[src/rtl/clyde_tk_w_sched.sv]
// clyde_tk_w_sched -- tweak/round-constant sequencer for the masked TK/W adder.
//
// Holds the public tweak and steps it through the period-3 Clyde tweak
// schedule. Runs the 4-bit round-constant LFSR and issues the per-phase TK/W
// enables. Each phase is held until the datapath strobes adv.
//
// Ports:
//   clk, rst          clock; asynchronous active-high reset
//   start, tweak      begin a schedule and capture {t0,t1}; only seen in IDLE
//   adv               datapath consumed the current phase
//   delta             current tweak word {a,b}
//   W                 current round constant (0 outside ROUND)
//   ctrl_TK_addition  add tweakey this phase
//   ctrl_W_addition   add round constant this phase
//   round             current round index
//   busy              schedule in progress (INIT or ROUND)
//   done              one-cycle pulse after the last round is consumed
//
// state | meaning
// IDLE  | waiting for start; delta keeps the last tweak word
// INIT  | initial whitening: TK only, round 0
// ROUND | round r: W = lfsr, TK on odd r
// DONE  | single-cycle done pulse, then back to IDLE
module clyde_tk_w_sched #(
  parameter int Nbits  = 128,
  parameter int ROUNDS = 12
) (
  input  logic                      clk,
  input  logic                      rst,
  input  logic                      start,
  input  logic [Nbits-1:0]          tweak,
  input  logic                      adv,
  output logic [Nbits-1:0]          delta,
  output logic [3:0]                W,
  output logic                      ctrl_TK_addition,
  output logic                      ctrl_W_addition,
  output logic [$clog2(ROUNDS)-1:0] round,
  output logic                      busy,
  output logic                      done
);

  localparam int H  = Nbits / 2;
  localparam int RW = $clog2(ROUNDS);
  localparam logic [RW-1:0] LAST_R = RW'(ROUNDS - 1);

  typedef enum logic [1:0] {
    S_IDLE  = 2'd0,
    S_INIT  = 2'd1,
    S_ROUND = 2'd2,
    S_DONE  = 2'd3
  } state_t;

  state_t        state_q, state_d;
  logic [H-1:0]  a_q, a_d;
  logic [H-1:0]  b_q, b_d;
  logic [3:0]    lfsr_q, lfsr_d;
  logic [RW-1:0] r_q, r_d;

  always_ff @(posedge clk or posedge rst) begin
    if (rst) begin
      state_q <= S_IDLE;
      a_q     <= '0;
      b_q     <= '0;
      lfsr_q  <= 4'b0001;
      r_q     <= '0;
    end else begin
      state_q <= state_d;
      a_q     <= a_d;
      b_q     <= b_d;
      lfsr_q  <= lfsr_d;
      r_q     <= r_d;
    end
  end

  always_comb begin
    state_d = state_q;
    a_d     = a_q;
    b_d     = b_q;
    lfsr_d  = lfsr_q;
    r_d     = r_q;
    unique case (state_q)
      S_IDLE: begin
        if (start) begin
          a_d     = tweak[Nbits-1:H];
          b_d     = tweak[H-1:0];
          lfsr_d  = 4'b0001;
          r_d     = '0;
          state_d = S_INIT;
        end
      end
      S_INIT: begin
        if (adv) state_d = S_ROUND;
      end
      S_ROUND: begin
        if (adv) begin
          if (r_q == LAST_R) begin
            state_d = S_DONE;
          end else begin
            r_d    = r_q + 1'b1;
            lfsr_d = {lfsr_q[2:0], lfsr_q[3] ^ lfsr_q[2]};
            // Tweak steps on entry to each odd round, i.e. once per 2-round
            // step, so the TK addition after step s sees tweak s (mod 3).
            if (!r_q[0]) begin
              a_d = a_q ^ b_q;
              b_d = a_q;
            end
          end
        end
      end
      S_DONE: begin
        state_d = S_IDLE;
      end
      default: begin
        state_d = S_IDLE;
      end
    endcase
  end

  always_comb begin
    delta            = {a_q, b_q};
    W                = 4'd0;
    ctrl_TK_addition = 1'b0;
    ctrl_W_addition  = 1'b0;
    round            = r_q;
    busy             = 1'b0;
    done             = 1'b0;
    unique case (state_q)
      S_INIT: begin
        busy             = 1'b1;
        ctrl_TK_addition = 1'b1;
      end
      S_ROUND: begin
        busy             = 1'b1;
        ctrl_W_addition  = 1'b1;
        ctrl_TK_addition = r_q[0];
        W                = lfsr_q;
      end
      S_DONE: begin
        done = 1'b1;
      end
      default: begin
      end
    endcase
  end

endmodule

[config.mk]
export PLATFORM = sky130hd
export DESIGN_NAME = clyde_tk_w_sched
export DESIGN_NICKNAME = d
export VERILOG_FILES = /design/src/rtl/clyde_tk_w_sched.sv
export SDC_FILE = /design/constraint.sdc
export NUM_CORES = 1
export LEC_CHECK = 0
export ABC_CLOCK_PERIOD_IN_PS = 5700
export BUFFER_PORTS_ARGS = -buffer_cell sky130_fd_sc_hd__buf_4
export CAP_MARGIN = 20
export CORE_ASPECT_RATIO = 0.9
export CORE_MARGIN = 10
export CORE_UTILIZATION = 45
export DETAILED_ROUTE_END_ITERATION = 8
export PLACE_DENSITY = 0.74
export SLEW_MARGIN = 20
export SYNTH_ARGS = -nofsm -noshare
export SYNTH_HDL_FRONTEND = slang
export SYNTH_SLANG_ARGS = --single-unit
[constraint.sdc]
create_clock -name clk -period 5.7 [get_ports clk]
set_input_delay 0.855 -clock clk [delete_from_list [all_inputs] [get_ports clk]]
set_output_delay 0.855 -clock clk [all_outputs]
set_load 0.02 [all_outputs]
==> impl_metrics.py <==
metrics = {
    "synthesis": {
        "yosys_warnings": 0,
        "syn_nets": 970,
        "synthTopCellsByArea": "dfrtp_1, a21oi_1, mux2i_1",
        "synth.distinct_cells": 30,
        "yosysSeqAreaShare_pct": 47.9,
        "netlist_area_um2": 7210,
        "synth_ff_type": "dfrtp_1",
        "yosys.area.top_type": "dfrtp_1",
        "synth_edf_count": 0,
        "async_reset_ff_share_pct": 100,
        "ys_ff_latch": 138,
        "synth_top_area_share_pct": 47.6,
        "synth_cells": 831,
        "synth_area_per_cell_um2": 8.67,
    },
    "worst_setup_path": {
        "cp.required_ns": 6.00,
        "crit_family": "simple AND/OR/NAND/NOR gates",
        "cp.arrival_ns": 3.49,
        "critPathKind": "flop to flop",
        "cp-start-kind": "flop",
        "slowest_delay_ns": 0.73,
        "r2r-start": "state_q[0]$_DFFE_PP0P_",
        "crit_buf_inv": 2,
        "crit_chain": "inv_1 -> ha_4 -> mux2i_1 -> nor3_4 -> buf_4 -> mux2_2",
        "crit_path_top_delay_cell": "nor3_4",
        "cp-end-kind": "flop",
        "crit_fanout": 37,
        "r2r_end": "lfsr_q[1]$_DFFE_PP0P_",
        "r2r_slack_ns": 2.51,
        "rr_worst_depth": 6,
    },
    "detailed_routing": {
        "vias_per_cell": 5.36,
        "drc": 0,
        "drt-initial-drc-count": 411,
        "wirelength_mm": 23.4,
        "ant_nets": 0,
        "vias": 6849,
        "firstDrtPassIters": 5,
        "wl_per_cell_um": 18.3,
    },
    "sta": {
        "period_share_pct": 55.9,
        "worst_slew_pin_slew_ns": 1.06,
        "hold_viol": 0,
        "setup_viol": 0,
        "skew_ns": 0.00900,
        "final_max_slew_viol_count": 0,
        "fin_ws_ns": 2.51,
        "fin_crit_ns": 3.19,
        "fmax_mhz": 314,
        "grt_setup_unrepaired": "no",
        "hold_ws_ns": 0.497,
        "relSlewSlack_pct": 29.3,
        "fin_setup_tns_ns": 0,
    },
    "floorplan": {
        "start_util_pct": 46.4,
        "rows": 43,
        "die-area_um2": 21500,
        "io_pins": 272,
        "die_w_um": 153,
        "core_um2": 15500,
        "die_h_um": 140,
    },
    "cts": {
        "cts.htree.levels": 4,
        "cts_root_buffer": "clkbuf_16",
        "holdBufCountCts": 0,
        "cts_buffers": 17,
        "cts.path.max_buffers": 2,
        "post_cts_buffers": 0,
        "cts.sinks": 138,
        "worst_skew_pair.late_latency_ns": 0.42,
        "cts_resized": 0,
        "tritoncts": "yes",
        "cts.clk_slew.worst_paths_ns": 0.06,
    },
    "power_and_ir_drop": {
        "power_density_nw_per_um2": 699,
        "power_mw": 6.92,
        "combPwrFrac_pct": 54.2,
        "p_clk_share_pct": 16.7,
        "internal-power_mw": 3.65,
        "ir_drop_mv": 0.363,
        "swShare_pct": 47.2,
        "p_sw_mw": 3.27,
        "seq_power_share_pct": 29.2,
        "leakage_nw": 4.59,
    },
    "grt": {
        "grt_max_degree": 122,
        "globalRouteTotalUtil_pct": 20.6,
        "antenna_found_initial": 1,
        "first_global_vias": 6528,
        "grt_pass1_wl_mm": 36.2,
        "grt_overflow_total": 0,
    },
    "cells_and_area": {
        "mostFrequentLayoutCells": "buf_4, a21oi_1, dfrtp_1, o21ai_0",
        "final_nets": 1201,
        "instances_no_fill": 1278,
        "final_common_cell": "buf_4",
        "drive_gt1_share_pct": 30.1,
        "syn2layout_area_growth_pct": 37.4,
    },
    "job": {
        "maxCapViolations": 0,
    },
    "placed_design": {
        "gp_congestion": 0.824,
        "numPlacedInstances": 1245,
        "post-place-ws_ns": 2.46,
        "dp.final_hpwl_mm": 15.9,
        "port_buffers": 271,
    },
    "min_path": {
        "holdPathStages": 2,
        "hold_class": "flop to flop",
        "hp-start": "lfsr_q[0]$_DFFE_PP1P_",
        "whs_endpoint": "lfsr_q[0]$_DFFE_PP1P_",
    },
    "outcome": {
        "status": "complete, no violations",
    },
}
Yosys cell counts, types with 2 or more instances:
library cell	number
a21oi_1	193
dfrtp_1	137
o21ai_0	129
inv_1	69
nand3_1	68
nor2_1	67
mux2i_1	66
clkbuf_1	30
buf_2	24
buf_4	9
ha_1	7
and2_1	5
buf_1	5
mux2_2	5
nor2b_1	2
flip-flops by register name (all words and copies together) (netlist names):
signal / cells
b_q: 64
state_q: 2
lfsr_q: 4
a_q: 64
round: 4
per-layer routing:
layer	GRT usage [%]	share of wire [%]
met4	6.86	1.5
met3	6.92	9.0
met2	32.0	48
met1	26.5	42
met5	0	0
logic make-up after synthesis:
logic type / count (synthesis) / synth area share, %
adder cells (fa/ha/maj): 7 / 1.22
multiplexers: 71 / 9.95
XOR/XNOR: 1 / 0.122
AND/OR/NAND/NOR: 151 / 9.98
flip-flops: 138 / 47.9
buffers and inverters: 137 / 8.02
AO/OA/AOI/OAI: 326 / 22.8
worst min-delay path: stages, from the launching register on:
cell	delay, ns
dfstp_2	0.36
nor2_1	0.09
a31oi_1	0.04
power by group through the flow:
| stage | Combinational (mW) | Sequential, mW | Clock, mW |
|---|---|---|---|
| after floorplan | 1.95 | 2.46 | 0 |
| after global placement | 3.70 | 2.01 | 0 |
| after detailed placement | 3.78 | 2.01 | 0 |
| after CTS | 3.79 | 2.01 | 1.16 |
| after global routing | 4.11 | 2.10 | 1.21 |
| final | 3.75 | 2.02 | 1.15 |
metrics by stage:
stage	instance area, µm²	util [%]
after floorplan	7210	-
after global placement	9280	59.7
after detailed placement	9280	59.7
after CTS	9890	63.6
after global routing	9900	63.7
final	9900	63.7
cell type report:
type	instances	area, µm²
fill	1335	5650
sequential	138	3460
multi-input combinational	556	3210
timing repair buffer	280	2110
clock buffer	18	439
inverter	69	264
tap	202	253
clock inverter	14	171
antenna	1	2.50
worst max path at each step:
stage	start	to	slack, ns	depth (start not counted)
2_1_floorplan	rst	a_q[0]$_DFFE_PP0P_	1.15	1
3_3_place_gp	state_q[0]$_DFFE_PP0P_	lfsr_q[1]$_DFFE_PP0P_	2.55	6
3_5_place_dp	state_q[0]$_DFFE_PP0P_	lfsr_q[1]$_DFFE_PP0P_	2.46	6
4_1_cts	state_q[0]$_DFFE_PP0P_	b_q[7]$_DFFE_PP0P_	2.44	7
5_1_grt	state_q[0]$_DFFE_PP0P_	lfsr_q[1]$_DFFE_PP0P_	2.31	6
6_report	state_q[0]$_DFFE_PP0P_	lfsr_q[1]$_DFFE_PP0P_	2.51	6
No activity file was read; power rests on OpenSTA's default activity.
